### config.mk
export PLATFORM = sky130hd
export DESIGN_NAME = fac_host
export DESIGN_NICKNAME = d
export VERILOG_FILES = /design/src/rtl/fac_pkg.sv /design/src/rtl/fac_bus_port.sv /design/src/rtl/fac_host.sv
export SDC_FILE = /design/constraint.sdc
export NUM_CORES = 1
export LEC_CHECK = 0
export CORE_MARGIN = 2
export CORE_UTILIZATION = 45
export DETAILED_ROUTE_END_ITERATION = 6
export PLACE_DENSITY = 0.87
export SLEW_MARGIN = 15
export SYNTH_ARGS = -nofsm -noshare
export SYNTH_HDL_FRONTEND = slang
export SYNTH_SLANG_ARGS = --single-unit
### constraint.sdc
create_clock -name clk -period 15.62 [get_ports clk]
set_input_delay 4.686 -clock clk [delete_from_list [all_inputs] [get_ports clk]]
set_output_delay 4.686 -clock clk [all_outputs]
set_load 0.01 [all_outputs]
### src/rtl/fac_pkg.sv
// Shared definitions for the factorial slave register map and the host sequencer FSM.
package fac_pkg;

   localparam logic [7:0] ADDR_OPERAND  = 8'h00;
   localparam logic [7:0] ADDR_OPSTART  = 8'h08;
   localparam logic [7:0] ADDR_OPCLEAR  = 8'h10;
   localparam logic [7:0] ADDR_OPDONE   = 8'h18;
   localparam logic [7:0] ADDR_RESULT_H = 8'h20;
   localparam logic [7:0] ADDR_RESULT_L = 8'h28;

   // OPSTART, OPCLEAR and OPDONE all carry their flag in this bit.
   localparam int CTRL_BIT = 0;

   typedef enum logic [3:0] {
      IDLE      = 4'd0,
      WR_OP     = 4'd1,
      WR_START1 = 4'd2,
      WR_START0 = 4'd3,
      POLL_RD   = 4'd4,
      POLL_WAIT = 4'd5,
      GAP       = 4'd6,
      RD_HI     = 4'd7,
      RD_LO     = 4'd8,
      WR_CLR1   = 4'd9,
      WR_CLR0   = 4'd10,
      RESP      = 4'd11
   } host_state_t;

   function automatic logic [63:0] ctrl_word(input logic flag);
      logic [63:0] w;
      w           = '0;
      w[CTRL_BIT] = flag;
      return w;
   endfunction

endpackage

### src/rtl/fac_bus_port.sv
// Master-side bus port: holds one request until granted and flags the read-data cycle.
module fac_bus_port (
   input  logic        clk,
   input  logic        reset,
   input  logic        start,
   input  logic        wr,
   input  logic [7:0]  addr,
   input  logic [63:0] data,
   output logic        done,
   output logic        rvalid,
   output logic [63:0] rdata,
   output logic        M_req,
   output logic        M_wr,
   output logic [7:0]  M_address,
   output logic [63:0] M_dout,
   input  logic        M_grant,
   input  logic [63:0] M_din
);

   assign done  = M_req & M_grant;
   assign rdata = M_din;

   // A new start on the grant edge keeps M_req high so transfers run back to back.
   always_ff @(posedge clk or posedge reset) begin
      if (reset) begin
         M_req     <= 1'b0;
         M_wr      <= 1'b0;
         M_address <= '0;
         M_dout    <= '0;
         rvalid    <= 1'b0;
      end else begin
         if (start) begin
            M_req     <= 1'b1;
            M_wr      <= wr;
            M_address <= addr;
            M_dout    <= data;
         end else if (done) begin
            M_req <= 1'b0;
         end
         rvalid <= done & ~M_wr;
      end
   end

endmodule

### src/rtl/fac_host.sv
// Bus-master sequencer driving the factorial slave: write operand, pulse start, poll, read, clear.
// Optional FAC_HOST_TIMEOUT_EN bounds polling to TIMEOUT_POLLS reads and reports an aborted job.
module fac_host
   import fac_pkg::*;
#(
   parameter int POLL_GAP      = 4,
   parameter int TIMEOUT_POLLS = 1024
) (
   input  logic         clk,
   input  logic         reset,
   input  logic         cmd_valid,
   output logic         cmd_ready,
   input  logic [63:0]  cmd_n,
   output logic         rsp_valid,
   output logic [127:0] rsp_result,
   output logic         rsp_timeout,
   output logic         M_req,
   output logic         M_wr,
   output logic [7:0]   M_address,
   output logic [63:0]  M_dout,
   input  logic         M_grant,
   input  logic [63:0]  M_din
);

   localparam logic [7:0] GAP_LAST = (POLL_GAP > 0) ? 8'(POLL_GAP - 1) : 8'd0;

   host_state_t state, state_next;
   logic [63:0] n_reg;
   logic [63:0] res_hi, res_lo;
   logic [7:0]  gap_cnt;
   logic        start, req_wr;
   logic [7:0]  req_addr;
   logic [63:0] req_data;
   logic        done, rvalid;
   logic [63:0] rdata;
   logic        poll_limit, timed_out;

   fac_bus_port u_port (
      .clk       (clk),
      .reset     (reset),
      .start     (start),
      .wr        (req_wr),
      .addr      (req_addr),
      .data      (req_data),
      .done      (done),
      .rvalid    (rvalid),
      .rdata     (rdata),
      .M_req     (M_req),
      .M_wr      (M_wr),
      .M_address (M_address),
      .M_dout    (M_dout),
      .M_grant   (M_grant),
      .M_din     (M_din)
   );

   // Each state hands the next transfer to the port on the edge its own transfer completes.
   always_comb begin
      state_next = state;
      start      = 1'b0;
      req_wr     = 1'b0;
      req_addr   = ADDR_OPERAND;
      req_data   = '0;
      case (state)
         IDLE: if (cmd_valid) state_next = WR_OP;
         WR_OP: begin
            if (!M_req) begin
               start = 1'b1; req_wr = 1'b1; req_addr = ADDR_OPERAND; req_data = n_reg;
            end else if (done) begin
               state_next = WR_START1;
               start = 1'b1; req_wr = 1'b1; req_addr = ADDR_OPSTART; req_data = ctrl_word(1'b1);
            end
         end
         WR_START1: if (done) begin
            state_next = WR_START0;
            start = 1'b1; req_wr = 1'b1; req_addr = ADDR_OPSTART; req_data = ctrl_word(1'b0);
         end
         WR_START0: if (done) begin
            state_next = POLL_RD;
            start = 1'b1; req_addr = ADDR_OPDONE;
         end
         POLL_RD: if (done) state_next = POLL_WAIT;
         POLL_WAIT: if (rvalid) begin
            if (rdata[CTRL_BIT]) begin
               state_next = RD_HI;
               start = 1'b1; req_addr = ADDR_RESULT_H;
            end else if (poll_limit) begin
               state_next = WR_CLR1;
               start = 1'b1; req_wr = 1'b1; req_addr = ADDR_OPCLEAR; req_data = ctrl_word(1'b1);
            end else if (POLL_GAP == 0) begin
               state_next = POLL_RD;
               start = 1'b1; req_addr = ADDR_OPDONE;
            end else begin
               state_next = GAP;
            end
         end
         GAP: if (gap_cnt == GAP_LAST) begin
            state_next = POLL_RD;
            start = 1'b1; req_addr = ADDR_OPDONE;
         end
         RD_HI: if (rvalid) begin
            state_next = RD_LO;
            start = 1'b1; req_addr = ADDR_RESULT_L;
         end
         RD_LO: if (rvalid) begin
            state_next = WR_CLR1;
            start = 1'b1; req_wr = 1'b1; req_addr = ADDR_OPCLEAR; req_data = ctrl_word(1'b1);
         end
         WR_CLR1: if (done) begin
            state_next = WR_CLR0;
            start = 1'b1; req_wr = 1'b1; req_addr = ADDR_OPCLEAR; req_data = ctrl_word(1'b0);
         end
         WR_CLR0: if (done) state_next = RESP;
         RESP: state_next = IDLE;
         default: state_next = IDLE;
      endcase
   end

   // Outputs are registered from the next state so they line up with the state they describe.
   always_ff @(posedge clk or posedge reset) begin
      if (reset) begin
         state       <= IDLE;
         cmd_ready   <= 1'b1;
         rsp_valid   <= 1'b0;
         rsp_result  <= '0;
         rsp_timeout <= 1'b0;
         n_reg       <= '0;
         res_hi      <= '0;
         res_lo      <= '0;
         gap_cnt     <= '0;
      end else begin
         state     <= state_next;
         cmd_ready <= (state_next == IDLE);
         rsp_valid <= (state_next == RESP);
         gap_cnt   <= (state == GAP) ? gap_cnt + 8'd1 : 8'd0;
         if (state == IDLE && cmd_valid) n_reg <= cmd_n;
         if (state == RD_HI && rvalid) res_hi <= rdata;
         if (state == RD_LO && rvalid) res_lo <= rdata;
         if (state_next == RESP) begin
            rsp_result  <= timed_out ? 128'd0 : {res_hi, res_lo};
            rsp_timeout <= timed_out;
         end
      end
   end

`ifdef FAC_HOST_TIMEOUT_EN
   logic [15:0] poll_cnt;

   assign poll_limit = (poll_cnt >= 16'(TIMEOUT_POLLS));

   // Counts accepted OPDONE reads; the abort decision latches until the next job starts.
   always_ff @(posedge clk or posedge reset) begin
      if (reset) begin
         poll_cnt  <= '0;
         timed_out <= 1'b0;
      end else if (state == IDLE && cmd_valid) begin
         poll_cnt  <= '0;
         timed_out <= 1'b0;
      end else begin
         if (state == POLL_RD && done) poll_cnt <= poll_cnt + 16'd1;
         if (state == POLL_WAIT && rvalid && !rdata[CTRL_BIT] && poll_limit) timed_out <= 1'b1;
      end
   end
`else
   logic unused_timeout;
   assign unused_timeout = (TIMEOUT_POLLS != 0);
   assign poll_limit     = 1'b0;
   assign timed_out      = 1'b0;
`endif

endmodule

==> summary.txt, run 1 <==
Clocking
  • Hold_buf cts: 0
  • Setup bufs post-CTS: 0
  • # clock sinks: 404
  • H-tree Lvls: 2
  • Deepest clock path buffer count: 3
  • Clock Pin Slew Worst Setup and Hold Paths: 60 ps
  • Skew-Pair Late Insertion Delay: 520 ps
  • Total CTS buffers: 41
  • TritonCTS clock tree: built
  • Resize count post-CTS: 0
  • Root buffer cell: clkbuf_16

Critical path
  • Crit Path Max Fanout: 70
  • CP max stage delay: 800 ps
  • Worst path most repeated cell: buf_4
  • Critical Path End Type: register
  • R2R cell count: 5
  • Reg2Reg Launch Point: state[1]$_DFF_PP0_
  • Worst path cell trace: clkdlybuf4s50_1 -> nand2_1 -> nor3_2 -> buf_4 -> buf_4 -> mux2_2
  • Reg2reg setup slack: 12320 ps
  • Critical Path Sink: rsp_result[90]$_DFFE_PP0N_
  • Worst Path Arrival: 7640 ps
  • Setup crit start: M_grant
  • Critical path class: primary input to register
  • CP required: around 16000 ps
  • Worst path slowest cell: buf_4
  • Crit start category: primary input
  • Reg2reg end: rsp_result[90]$_DFFE_PP0N_

Layout
  • Largest Register: rsp_result
  • Commonest non-fill, non-tap cell in the layout: dfrtp_1
  • Synth-to-layout area growth: 33.4%
  • Share of cells above drive strength 1: a little under a third
  • Max reg flops: 128
  • Most frequent cells in the layout: dfrtp_1 (403), clkdlybuf4s50_1 (330), mux2_2 (315)
  • # nets final: between 1000 and 1500
  • Diode count: 0
  • Filler instances: 2474

Die
  • Chip width: 188 um
  • Initial core utilization: a little under half
  • Vert. Die Dim: 188 um
  • I/O Pins: 337
  • FP Rows: between 60 and 70
  • Core ar.: 33400 um^2
  • Area of the die: 35200 um^2

Logic synthesis
  • Post-synthesis cell area: 15200 um^2
  • Most used flip-flop cell after synthesis: dfrtp_1
  • EDFF count, synth: 0
  • Synth Warn #: 0
  • Mapped Cells: 944
  • Netlist cell types: 44
  • Seq cells post-synth: 404
  • Mapped Avg Cell Area: 16.1 um^2
  • Post-synth ARST share: 100%
  • Sequential-to-total area share from yosys stat: 66.6%

Route
  • Total Routed Length: 34300 um
  • Wire per inst: 19.6 um
  • Via count: 9116
  • Initial DRT Pass Iterations: 4
  • DRC: 0
  • Post-DR vias/cell: 5.21
  • Routed Antenna Nets: 0
  • Initial DRC count: 471

Place
  • Hpwl dp: 22300 um
  • # port buffers: 330
  • Gpl congestion: 0.831

Timing
  • Max Slew Vio Count: 0
  • RSZ-0062 raised after global routing: no
  • Max Clk Rate: 0.138 GHz
  • Slew headroom: between 20% and 30%
  • Final Setup Violations: 0
  • Hold Slack: 480 ps
  • Slew of the pin with the lowest slew margin: 1070 ps
  • Fraction of the cycle the final worst path needs: 46.3%
  • Fin crit period: 7240 ps
  • Clock Skew: 8.48 ps
  • Final Hold Fails: 0
  • Setup TNS: 0 ps

Pwr
  • P per Cell Area: approximately 150 nW/um^2
  • Pleak: 0.00924 uW
  • VDD IR max: ~0.00011 V

Status
  • Status: finished, final reports clean

Global routing
  • Overflow after GRT: 0
  • Total GRT Usage: 19.4%
  • Pin count of the biggest net entering global routing: 192
  • Vias in the first global route: 9951
  • Global-route wire length before repair: between 50000 and 60000 um
  • Initial antenna violation count: 0

Flow run
  • Max_cap viols: 0

Min path
  • Worst min path class: register to register
-- metal layers --
metal / track usage [%] / vias to the layer above / share of wire (%)
met2: 32.5 / 329 / 48
li1: - / 4034 / -
met3: 6.44 / 66 / 8.3
met5: 0 / - / 0
met1: 24.0 / 4687 / 41
met4: 5.42 / 0 / 2.6
-- kinds of logic (layout without fill, tap and decap cells) --
logic type | after synthesis | after routing | share of synthesized area [%]
flops | 404 | 404 | 66.6
compound gates | 85 | 85 | 4.68
simple gates | 60 | 60 | 2.03
other cells | 1 | 6 | 0.0247
buf+inv | 64 | 418 | 2.25
mux | 322 | 322 | 23.9
xor+xnor | 7 | 7 | 0.404
fa+ha+maj | 1 | 1 | 0.0825
-- power by group --
part | total, uW | switching (uW) | internal, uW | leakage, uW
logic | 722 | 294 | 429 | 0.00330
registers | 1450 | 160 | 1290 | 0.00527
clock network | 957 | 394 | 563 | 0.000672
total | 3130 | 848 | 2280 | 0.00924
-- critical path: cells and delay by family --
| family | cells | cell delay (ps) |
|---|---|---|
| mux | 1 | 420 |
| simple gates | 2 | 370 |
| buf+inv | 3 | 2100 |
-- worst min path at each step --
stage | slack [ps] | from | end | depth (start not counted)
global placement | 470 | n_reg[11]$_DFFE_PP0P_ | u_port.M_dout[11]$_DFFE_PP0P_ | 1
floorplan | 450 | gap_cnt[0]$_DFF_PP0_ | gap_cnt[0]$_DFF_PP0_ | 1
finish | 480 | rsp_result[0]$_DFFE_PP0N_ | rsp_result[0]$_DFFE_PP0N_ | 1
global route | 500 | n_reg[30]$_DFFE_PP0P_ | u_port.M_dout[30]$_DFFE_PP0P_ | 1
CTS | 480 | n_reg[36]$_DFFE_PP0P_ | u_port.M_dout[36]$_DFFE_PP0P_ | 1
detailed placement | 470 | n_reg[13]$_DFFE_PP0P_ | u_port.M_dout[13]$_DFFE_PP0P_ | 1
-- final cells by class --
type	instances	area (um^2)	area share, %
Timing Repair Buffer	340	3420	16.9
Sequential cell	404	10100	50.0
Clock inverter	15	111	0.550
Inverter	5	22.5	0.111
Multi-Input combinational cell	481	4780	23.6
Clock buffer	58	1220	6.04
Tap cell	448	561	2.77
-- Yosys cell counts (all sizes together) (2+ instances only) --
cell	number	area [um^2]
nand2b	2	12.5
xnor2	3	26.3
a22o	63	552
mux2	321	3610
o211ai	3	22.5
a21oi	2	10.0
a32oi	2	17.5
and3	3	18.8
inv	5	18.8
nand3	8	40.0
dfrtp	403	10100
o21ai	5	25.0
nor3b	2	15.0
nor3	5	30.0
clkbuf	10	37.5
a211o	3	26.3
nor2	21	78.8
nor2b	3	18.8
nand2	9	33.8
a31oi	2	12.5
xor2	4	35.0
buf	49	285
-- metrics by stage --
stage	power, uW	area (um^2)	setup WS [ps]	util, %	std cells
after global placement	2140	18900	7900	56.6	1677
after global routing	3280	20200	8220	60.6	1751
final	3130	20200	8380	60.6	1751
after CTS	3160	20200	8410	60.6	1750
after floorplan	1830	15200	5490	-	949
after detailed placement	2180	18900	7850	56.6	1677
(Power assumes the default switching activity.)
==> inputs of run 2 (changes only) <==
- CORE_UTILIZATION: 45 -> 50
- PLACE_DENSITY: 0.87 -> 0.91
- clock period: 15.62 -> 7.1 ns (I/O delays scaled with it)
==> summary.txt, run 2 (synthesis gave the netlist of run 1 again) <==
Global routing
  • Initial antenna violation count: 0 (unchanged)
  • Overflow after GRT: 0 (unchanged)
  • Global-route wire length before repair: 54900 um (about the same)
  • Pin count of the biggest net entering global routing: 164 (-15%)
  • Vias in the first global route: 10000 (+0.83%)
  • Total GRT Usage: 22.3% (+2.9 points)

Timing
  • Fraction of the cycle the final worst path needs: 61.2%
  • Slew headroom: 25.5% (-3.0 points)
  • Clock Skew: 20.6 ps (+12.1 ps)
  • Final Hold Fails: 0 (unchanged)
  • Final Setup Violations: 0 (unchanged)
  • RSZ-0062 raised after global routing: no
  • Slew of the pin with the lowest slew margin: 1120 ps (+45.1 ps)
  • Fin crit period: 4350 ps
  • Max Clk Rate: 0.230 GHz
  • Hold Slack: 480 ps (-0.666 ps)
  • Max Slew Vio Count: 0 (unchanged)

Critical path
  • Worst path slowest cell: nor3_4
  • Crit start category: primary input
  • Delay-heaviest family, CP: simple AND/OR/NAND/NOR gates
  • Worst Path Arrival: 4750 ps (-2890 ps)
  • WP buf/inv: 2 (-1)
  • Critical path class: primary input to register
  • Crit Path Max Fanout: 28 (-60%)
  • CP required: 7500 ps (-8520 ps)
  • CP max stage delay: 660 ps (-140 ps)
  • Worst path cell trace: clkdlybuf4s50_1 -> and2_1 -> a311o_2 -> nor3_4 -> buf_4 -> mux2_1
  • Critical Path End Type: register

Status
  • Status: finished, final reports clean

Die
  • FP Rows: 63 (-6.0%)
  • Chip width: 178 um (-5.0%)
  • I/O Pins: 337 (unchanged)
  • Area of the die: 31800 um^2 (-9.8%)
  • Vert. Die Dim: 178 um (-5.0%)
  • Initial core utilization: 50.9% (+5.4 points)
  • Core ar.: 29800 um^2 (-11%)

Clocking
  • Root buffer cell: clkbuf_16
  • Setup bufs post-CTS: 0 (unchanged)
  • Total CTS buffers: 41 (unchanged)
  • Hold_buf cts: 0 (unchanged)
  • Skew-Pair Late Insertion Delay: 520 ps (about the same)
  • Clock Pin Slew Worst Setup and Hold Paths: 60 ps (about the same)
  • H-tree Lvls: 2 (unchanged)
  • TritonCTS clock tree: built
  • # clock sinks: 404 (unchanged)
  • Resize count post-CTS: 0 (unchanged)
  • Deepest clock path buffer count: 3 (unchanged)

Route
  • Initial DRT Pass Iterations: 4 (unchanged)
  • Met2 wire length: 17700 um (+7.3%)
  • Metal-1 WL: 13800 um (-1.7%)
  • Routed Antenna Nets: 0 (unchanged)
  • DRC: 0 (unchanged)
  • Total Routed Length: 35300 um (+3.2%)
  • Post-DR vias/cell: 5.41 (+3.9%)
  • Max layer used: met4
  • WL met3: 2970 um (+4.2%)
  • Via count: 9162 (+0.50%)
  • Initial DRC count: 494 (+4.9%)
  • Wire per inst: 20.9 um (+6.7%)

Pwr
  • Pleak: 0.00925 uW (+0.12%)
  • VDD IR max: 0.000300 V (+170%)
  • Switching power: 1900 uW (+120%)
  • Logic gate share of total power: 23.1% (about the same)
  • Sequential fraction of design power: 45.4% (-0.9 points)
  • Switching share of power: 27.0% (-0.14 points)
  • Clock power frac: 31.6% (+1.0 points)
  • Internal: 5140 uW (+130%)
  • P per Cell Area: 348 nW/um^2 (+130%)

Layout
  • Most frequent cells in the layout: dfrtp_1 (403), clkdlybuf4s50_1 (330), mux2_2 (315)
  • Synth-to-layout area growth: 33.3% (about the same)
  • Diode count: 0 (unchanged)
  • Commonest non-fill, non-tap cell in the layout: dfrtp_1
  • Max reg flops: 128 (unchanged)
  • Post-layout util: 67.9% (+7.2 points)
  • # nets final: 1407 (+0.071%)
  • Share of cells above drive strength 1: 30.7% (-0.23 points)
  • Largest Register: rsp_result

Flow run
  • Max_cap viols: 0 (unchanged)

Place
  • Hpwl dp: 22200 um (-0.21%)
  • # port buffers: 330 (unchanged)
  • Gpl congestion: 0.797 (-4.0%)

Min path
  • Worst min path class: register to register
[run 2: cell count changes in the layout (fill, tap and decap cells not counted)]
| cell | change |
|---|---|
| buf_16 | -1 |
| clkinv_4 | -1 |
| inv_6 | -2 |
| buf_4 | +1 |
| bufinv_16 | +5 |
| clkbuf_16 | -2 |
| inv_8 | +1 |
| clkbuf_1 | +3 |
| buf_12 | +1 |
| clkbuf_8 | -2 |
| clkinv_2 | -4 |
| clkinvlp_4 | +1 |
[run 2: per-stage QoR]
stage                     total power, uW  instance area (um^2)  TNS (ps)  setup WS (ps)  instances
after floorplan                      4020                 15200   -189770           -471        949
after global placement               4720                 18800         0           2260       1621
after detailed placement             4810                 18800         0           2230       1621
after CTS                            7100                 20200         0           2750       1693
after global routing                 7360                 20200         0           2620       1693
final                                7040                 20200         0           2750       1693
[run 2: metal layers]
metal	vias to the layer above	track usage (%)
li1	4029	-
met4	0	6.13
met1	4741	26.7
met2	328	38.8
met3	64	7.08
met5	-	0
[run 2: final timing paths]
path	start	end	slack, ps	cells after the start
setup / recovery	M_grant	u_port.M_dout[0]$_DFFE_PP0P_	2750	6
hold / removal	res_lo[0]$_DFFE_PP0P_	rsp_result[0]$_DFFE_PP0N_	480	1
setup reg to reg	state[0]$_DFF_PP0_	u_port.M_dout[0]$_DFFE_PP0P_	4020	6
hold reg to reg	res_lo[0]$_DFFE_PP0P_	rsp_result[0]$_DFFE_PP0N_	480	1
max in group asynchronous	reset	res_lo[31]$_DFFE_PP0P_	3680	3
min in group asynchronous	reset	u_port.M_dout[49]$_DFFE_PP0P_	2110	2
[run 2: final cells by class]
cell class / count / area [um^2]
clock buffers: 57 / 1160
fillers: 1953 / 9580
flip-flops and latches: 404 / 10100
clock inverters: 15 / 234
repair buffers: 341 / 3420
inverters: 5 / 22.5
multi-input cells: 481 / 4780
well taps: 390 / 488
[run 2: power by group through the flow]
stage                     logic, uW  registers [uW]  clock network, uW
after floorplan                 814            3200                  0
after global routing           1750            3240               2360
after detailed placement       1620            3190                  0
after CTS                      1640            3190               2270
after global placement         1550            3170                  0
final                          1620            3190               2220
==> inputs of run 3 (changes only) <==
- clock period: 7.1 -> 4.4 ns (I/O delays scaled with it)
==> summary.txt, run 3 (synthesis gave the netlist of run 1 again) <==
Pwr
  • P per Cell Area: 549 nW/um^2 (+58%)
  • Post-route total power: 11100 uW (+58%)
  • Switching share of power: 27.6% (+0.63 points)
  • Clock power frac: 29.6% (-2.0 points)
  • Logic gate share of total power: 23.6% (+0.5 points)
  • VDD IR max: 0.000542 V (+81%)
  • Switching power: 3060 uW (+61%)
  • Sequential fraction of design power: 46.8% (+1.4 points)
  • Internal: 8030 uW (+56%)
  • Pleak: 0.00926 uW (about the same)

Global routing
  • Global-route wire length before repair: 55300 um (+0.68%)
  • Vias in the first global route: 10200 (+1.5%)
  • Initial antenna violation count: 0 (unchanged)
  • Pin count of the biggest net entering global routing: 85 (-48%)
  • Overflow after GRT: 0 (unchanged)
  • Total GRT Usage: 22.4% (+0.13 points)

Critical path
  • Setup crit start: M_grant
  • Worst path slowest cell: nor3_4
  • CP required: 4850 ps (-2650 ps)
  • Reg2Reg Launch Point: state[3]$_DFF_PP0_
  • Critical Path End Type: register
  • Crit start category: primary input
  • Crit Path Max Fanout: 52 (+86%)
  • Worst Path Arrival: 3690 ps (-1060 ps)
  • Worst path cell trace: clkdlybuf4s50_1 -> and2_1 -> a311o_2 -> nor3_4 -> buf_12 -> a22o_1
  • Critical path class: primary input to register
  • CP max stage delay: 620 ps (-40 ps)

Die
  • Vert. Die Dim: 178 um (unchanged)
  • FP Rows: 63 (unchanged)
  • Area of the die: 31800 um^2 (unchanged)
  • Chip width: 178 um (unchanged)
  • Initial core utilization: 50.9% (unchanged)
  • I/O Pins: 337 (unchanged)
  • Core ar.: 29800 um^2 (unchanged)

Timing
  • Slew headroom: 31.8% (+6.3 points)
  • Fin crit period: around 3200 ps
  • Final Hold Fails: 0 (unchanged)
  • Max Clk Rate: approximately 0.31 GHz
  • RSZ-0062 raised after global routing: no
  • Final Setup Violations: 0 (unchanged)
  • Fraction of the cycle the final worst path needs: 73.8%
  • Clock Skew: 9.38 ps (-11.2 ps)
  • Slew of the pin with the lowest slew margin: 1020 ps (-94.7 ps)
  • Max Slew Vio Count: 0 (unchanged)

Route
  • Initial DRT Pass Iterations: 4 (unchanged)
  • DRC: 0 (unchanged)
  • Via count: 9156 (-0.065%)
  • Routed Antenna Nets: 0 (unchanged)
  • Post-DR vias/cell: 5.39 (-0.48%)
  • Wire per inst: 20.8 um (-0.33%)
  • Initial DRC count: 400 (-19%)
  • Total Routed Length: 35400 um (about the same)

Place
  • Hpwl dp: 22800 um (+2.5%)
  • # port buffers: 330 (unchanged)
  • Dpl cell area: 18900 um^2 (+0.64%)
  • Gpl congestion: 0.810 (+1.6%)

Clocking
  • Clock Pin Slew Worst Setup and Hold Paths: 60 ps (about the same)
  • Skew-Pair Late Insertion Delay: 510 ps (about the same)
  • H-tree Lvls: 2 (unchanged)
  • TritonCTS clock tree: built
  • Setup bufs post-CTS: 0 (unchanged)
  • Deepest clock path buffer count: 3 (unchanged)
  • Total CTS buffers: 41 (unchanged)
  • Resize count post-CTS: 0 (unchanged)
  • # clock sinks: 404 (unchanged)
  • Hold_buf cts: 0 (unchanged)
  • Root buffer cell: clkbuf_16

Layout
  • # nets final: 1418 (+0.78%)
  • Synth-to-layout area growth: 33.2% (about the same)
  • Share of cells above drive strength 1: 30.9% (+0.22 points)
  • Largest Register: rsp_result
  • Final instance area: 20200 um^2 (about the same)
  • Post-layout util: 67.8% (about the same)
  • Most frequent cells in the layout: dfrtp_1 (403), clkdlybuf4s50_1 (330), mux2_2 (315)
  • Max reg flops: 128 (unchanged)
  • Commonest non-fill, non-tap cell in the layout: dfrtp_1
  • Diode count: 0 (unchanged)

Status
  • Status: finished, final reports clean

Min path
  • Worst min path class: register to register
  • Worst hold start: n_reg[17]$_DFFE_PP0P_

Flow run
  • Max_cap viols: 0 (unchanged)
[run 3: cell types whose count changed in the layout (fill, tap and decap cells not counted)]
| cell | before | now |
|---|---|---|
| inv_8 | 1 | 2 |
| clkbuf_1 | 9 | 11 |
| clkinv_2 | 7 | 5 |
| clkinvlp_4 | 2 | 1 |
| bufinv_16 | 6 | 1 |
| buf_4 | 8 | 16 |
| buf_12 | 3 | 6 |
| clkbuf_8 | 7 | 8 |
[run 3: power groups by stage]
stage | Combinational (uW) | Clock [uW] | Sequential (uW)
after global routing | 2820 | 3500 | 5260
after global placement | 2490 | 0 | 5140
after detailed placement | 2610 | 0 | 5170
after CTS | 2650 | 3360 | 5170
final | 2620 | 3280 | 5180
after floorplan | 1310 | 0 | 5170
[run 3: final cells by class]
class | instances | area [um^2]
clock inverters | 8 | 77.6
fillers | 1952 | 9590
clock buffers | 60 | 1180
multi-input cells | 481 | 4780
inverters | 5 | 22.5
repair buffers | 352 | 3540
flip-flops and latches | 404 | 10100
well taps | 390 | 488
[run 3: stage by stage]
step	worst slack, ps	TNS [ps]	hold slack [ps]	instances
after CTS	1220	0	481	1700
after global placement	797	0	461	1632
after global routing	1060	0	505	1700
after detailed placement	680	0	471	1632
final	1150	0	479	1700
after floorplan	-2360	-952300	447	949
[run 3: worst paths after layout]
check	endpoint	slack (ps)	cells past startpoint
max	u_port.M_dout[33]$_DFFE_PP0P_	1150	6
min	u_port.M_dout[17]$_DFFE_PP0P_	480	1
max reg2reg	u_port.M_dout[33]$_DFFE_PP0P_	1650	6
min reg2reg	u_port.M_dout[17]$_DFFE_PP0P_	480	1
max in group asynchronous	res_hi[41]$_DFFE_PP0P_	2240	4
min in group asynchronous	res_hi[11]$_DFFE_PP0P_	1220	2
[run 3: critical path, delay by kind of cell]
| family | cells | cell delay [ps] |
|---|---|---|
| buf+inv | 2 | 790 |
| simple gates | 2 | 870 |
| compound gates | 2 | 660 |
[run 3: layer usage]
metal	track usage [%]	wire (um)	vias to the layer above
met2	39.0	17500	347
li1	-	-	4050
met4	7.11	1030	0
met3	7.05	3080	68
met5	0	0	-
met1	26.5	13800	4691
==> edit 1 (settings of run 2) <==
Re-encode `host_state_t` (12 states) as one-hot, 12 bits wide.
--- a/src/rtl/fac_pkg.sv
+++ b/src/rtl/fac_pkg.sv
@@ -11,19 +11,19 @@
    // OPSTART, OPCLEAR and OPDONE all carry their flag in this bit.
    localparam int CTRL_BIT = 0;
 
-   typedef enum logic [3:0] {
-      IDLE      = 4'd0,
-      WR_OP     = 4'd1,
-      WR_START1 = 4'd2,
-      WR_START0 = 4'd3,
-      POLL_RD   = 4'd4,
-      POLL_WAIT = 4'd5,
-      GAP       = 4'd6,
-      RD_HI     = 4'd7,
-      RD_LO     = 4'd8,
-      WR_CLR1   = 4'd9,
-      WR_CLR0   = 4'd10,
-      RESP      = 4'd11
+   typedef enum logic [11:0] {
+      IDLE      = 12'b000000000001,
+      WR_OP     = 12'b000000000010,
+      WR_START1 = 12'b000000000100,
+      WR_START0 = 12'b000000001000,
+      POLL_RD   = 12'b000000010000,
+      POLL_WAIT = 12'b000000100000,
+      GAP       = 12'b000001000000,
+      RD_HI     = 12'b000010000000,
+      RD_LO     = 12'b000100000000,
+      WR_CLR1   = 12'b001000000000,
+      WR_CLR0   = 12'b010000000000,
+      RESP      = 12'b100000000000
    } host_state_t;
 
    function automatic logic [63:0] ctrl_word(input logic flag);
Check against the original RTL: same outputs for any inputs over 4 cycles, from zero or initial values and one cycle with reset high; so few cycles prove little.
==> edit 1 against run 2 <==
  * Synthesized area is 3.9% higher
  * Critical endpoint is now rsp_result[127]$_DFFE_PP0N_
  * Largest cell class unchanged
  * Sequential cell count grew 8
  * Via count is 25% higher
  * Total power fell by 3.6%
  * Design area grew 3.3%
  * Setup slack got worse by 0.10 ns
  * Worst hold slack lost 0.026 ns
  * Wire length is 13% higher
==> edit 1: results <==
metrics = {
    "drt": {
        "routed_wl_um": 39900,
        "dr.pass1.iters": 5,
        "vias": 11407,
        "wl_per_cell_um": 18.9,
        "drt_iter0_drc": 841,
    },
    "timing": {
        "hold_slack_ns": 0.453,
        "period_minus_slack_ns": 4.45,
        "slew_headroom": 0.272,
        "skew_ns": 0.0159,
    },
    "power": {
        "vdd_drop_max_mv": 0.296,
        "comb-power_mw": 1.41,
        "p_leak_nw": 9.90,
        "clkPwrFrac": 0.347,
        "power.switching_mw": 1.76,
        "pwr-share-comb": 0.208,
    },
    "placement": {
        "portBuffers": 330,
        "placed_cell_area_um2": 19400,
        "preCtsSetupSlack_ns": 2.14,
        "dpl.hpwl_um": 25400,
        "placed_cells": 2030,
        "gp_congestion": 0.861,
    },
    "clock_tree": {
        "path_clk_slew_ns": 0.06,
        "htreeDepth": 2,
        "post_cts_resize_count": 0,
        "cts_buffer_depth": 3,
        "clk_latency_ns": 0.53,
        "cts_made_buffers": 42,
    },
    "final_layout": {
        "final.fill_count": 2170,
        "drive_above_1_share": 0.147,
        "top_register": "rsp_result",
        "num-nets-final": 1805,
        "area_delta_synth_final_pct": 32.5,
    },
    "worst_hold_path": {
        "hold_depth": 2,
        "hold_start": "res_lo[57]$_DFFE_PP0P_",
        "hp-class": "register to register",
        "min_to": "rsp_result[57]$_DFFE_PP0N_",
    },
    "grt": {
        "use_met2": 0.398,
        "grt_max_degree": 163,
        "grt_antenna_before_repair": 2,
        "grt_util_met3": 0.0830,
        "track_usage": 0.244,
        "met1_usage": 0.304,
        "grt_pass1_vias": 12014,
        "grt_pass1_wl_um": 64300,
    },
    "critical_path": {
        "r2r_cells": 7,
        "setup.worst_path.end": "rsp_result[127]$_DFFE_PP0N_",
        "r2r_slack_ns": 3.70,
        "crit_family": "buffers and inverters",
        "cpPeakStageDelay_ns": 0.71,
        "crit_arrival_ns": 4.91,
        "cp_slowest_cell": "inv_4",
        "crit-reg2reg-launch": "state[4]$_DFF_PP0_",
        "path_max_fanout": 85,
    },
    "logic_synthesis": {
        "syn_inst": 1362,
        "ys_types": 54,
        "ys_top_cells_by_area": "dfrtp_1, nand2_1, mux2_2",
        "ys_warn_count": 0,
        "ys_seq_area_frac": 0.654,
        "synthTopCellsByCount": "nand2_1, dfrtp_1, mux2_2",
    },
    "outcome": {
        "status": "finished, final reports clean",
    },
}
edit 1: cell families (layout without fill, tap and decap cells):
| family | Yosys count | in the layout | share of synthesized area |
|---|---|---|---|
| AOI/OAI and AO/OA | 96 | 96 | 0.0495 |
| adders and majority gates | 1 | 1 | 0.000793 |
| buffers and inverters | 88 | 424 | 0.0264 |
| and+or+nand+nor | 604 | 604 | 0.156 |
| other | 1 | 8 | 0.000238 |
| xor gates and xnor gates | 9 | 9 | 0.00500 |
| DFF | 412 | 412 | 0.654 |
| muxes | 151 | 151 | 0.108 |
edit 1: layer usage:
layer  up-vias  share of wire
met2       488           0.48
met5         -              0
li1       5110              -
met3        84          0.099
met1      5725           0.39
met4         0          0.033
edit 1: final cells by class:
type	instances	area share
clock buffers	65	0.0631
diodes	2	0.000240
clock inverters	10	0.00874
well taps	402	0.0241
multi-input cells	867	0.244
flip-flops and latches	412	0.494
inverters	7	0.00156
repair buffers	342	0.164
==> edit 2 (flow settings as in run 2) <==
Without the edit above. The option `FAC_HOST_TIMEOUT_EN` is turned on by a define.
--- a/src/rtl/fac_host.sv
+++ b/src/rtl/fac_host.sv
@@ -1,5 +1,7 @@
 // Bus-master sequencer driving the factorial slave: write operand, pulse start, poll, read, clear.
 // Optional FAC_HOST_TIMEOUT_EN bounds polling to TIMEOUT_POLLS reads and reports an aborted job.
+`define FAC_HOST_TIMEOUT_EN
+
 module fac_host
    import fac_pkg::*;
 #(
Check against the original RTL: same outputs for any inputs over 4 cycles, from zero or initial values and one cycle with reset high; that may be too few to reach the edited logic, so the function may still have changed.
==> edit 2 against run 2 <==
  * Die area is 4.8% higher
  * Clock power rose by 2%
  * Via count rose by 29%
  * Design area increased by 3.3%
  * Total power increased by 16%
  * Wire length up 18%
  * Highest routed layer unchanged
  * First-iteration DRC count up 66%
  * Sequential cell count up 18
  * Fmax decreased by 6.5%
  * Synthesized area up 5.0%
  * Setup slack got worse by 0.30 ns
==> edit 2: results <==
metrics = {
    "outcome": {
        "status": "finished, final reports clean",
    },
    "final_layout": {
        "drive_above_1_share": 0.0977,
    },
    "logic_synthesis": {
        "synth_compound_area_frac": 0.119,
        "ys_seq_area_frac": 0.663,
        "muxShareOfSynthArea": 0.0473,
        "synth_fa_ha_area_frac": 0.00236,
        "ys_types": 50,
        "synth_xor_area_frac": 0.00990,
        "ys_top_cells_by_area": "dfrtp_1, a22o_1, nand2_1",
    },
    "placement": {
        "placed_cells": 1984,
        "placed_cell_area_um2": 19500,
        "dpl.hpwl_um": 25400,
        "portBuffers": 331,
        "gp_congestion": 0.867,
    },
    "grt": {
        "use_met2": 0.413,
        "track_usage": 0.253,
        "grt_max_degree": 160,
        "grt_pass1_wl_um": 66800,
    },
    "worst_hold_path": {
        "hold_start": "u_port.M_wr$_DFFE_PP0P_",
        "min_to": "u_port.rvalid$_DFF_PP0_",
    },
    "timing": {
        "hold_slack_ns": 0.469,
        "skew_ns": 0.0159,
        "tightest_slew_ns": 1.15,
    },
    "drt": {
        "vias": 11778,
        "dr.pass1.iters": 5,
        "wl_per_cell_um": 20.3,
    },
    "critical_path": {
        "r2r_cells": 7,
        "r2r_slack_ns": 3.66,
        "setup.worst_path.end": "rsp_result[94]$_DFFE_PP0N_",
    },
    "power": {
        "vdd_drop_max_mv": 0.272,
        "pwr-share-comb": 0.277,
        "finalPower_mw": 8.13,
        "p_leak_nw": 9.81,
    },
}
==> edit 2: cell types whose count changed after synthesis, moves of 9 or more <==
cell,before,now
a22o_1,63,191
buf_2,33,17
buf_6,5,14
clkbuf_1,10,52
dfrtp_1,403,421
mux2_2,315,65
nand2_1,9,400
==> edit 2: per-layer routing <==
metal	vias up	routed length (um)
li1	5119	-
met1	5926	15800
met2	646	20300
met3	87	4610
met4	0	1180
met5	-	0
==> edit 2: worst max-delay path: cells and delay by family <==
kind,cells,cell delay [ns]
AO/OA/AOI/OAI,3,0.61
buffers and inverters,2,0.84
AND/OR/NAND/NOR,3,1.40
==> edit 2: cell type report <==
| cell class | instances | area [um2] |
|---|---|---|
| clock buffer | 63 | 1290 |
| clock inverter | 13 | 128 |
| fill | 2091 | 10600 |
| inverter | 9 | 37.5 |
| multi-input combinational | 806 | 4900 |
| sequential | 422 | 10600 |
| tap | 402 | 503 |
| timing repair buffer | 345 | 3470 |
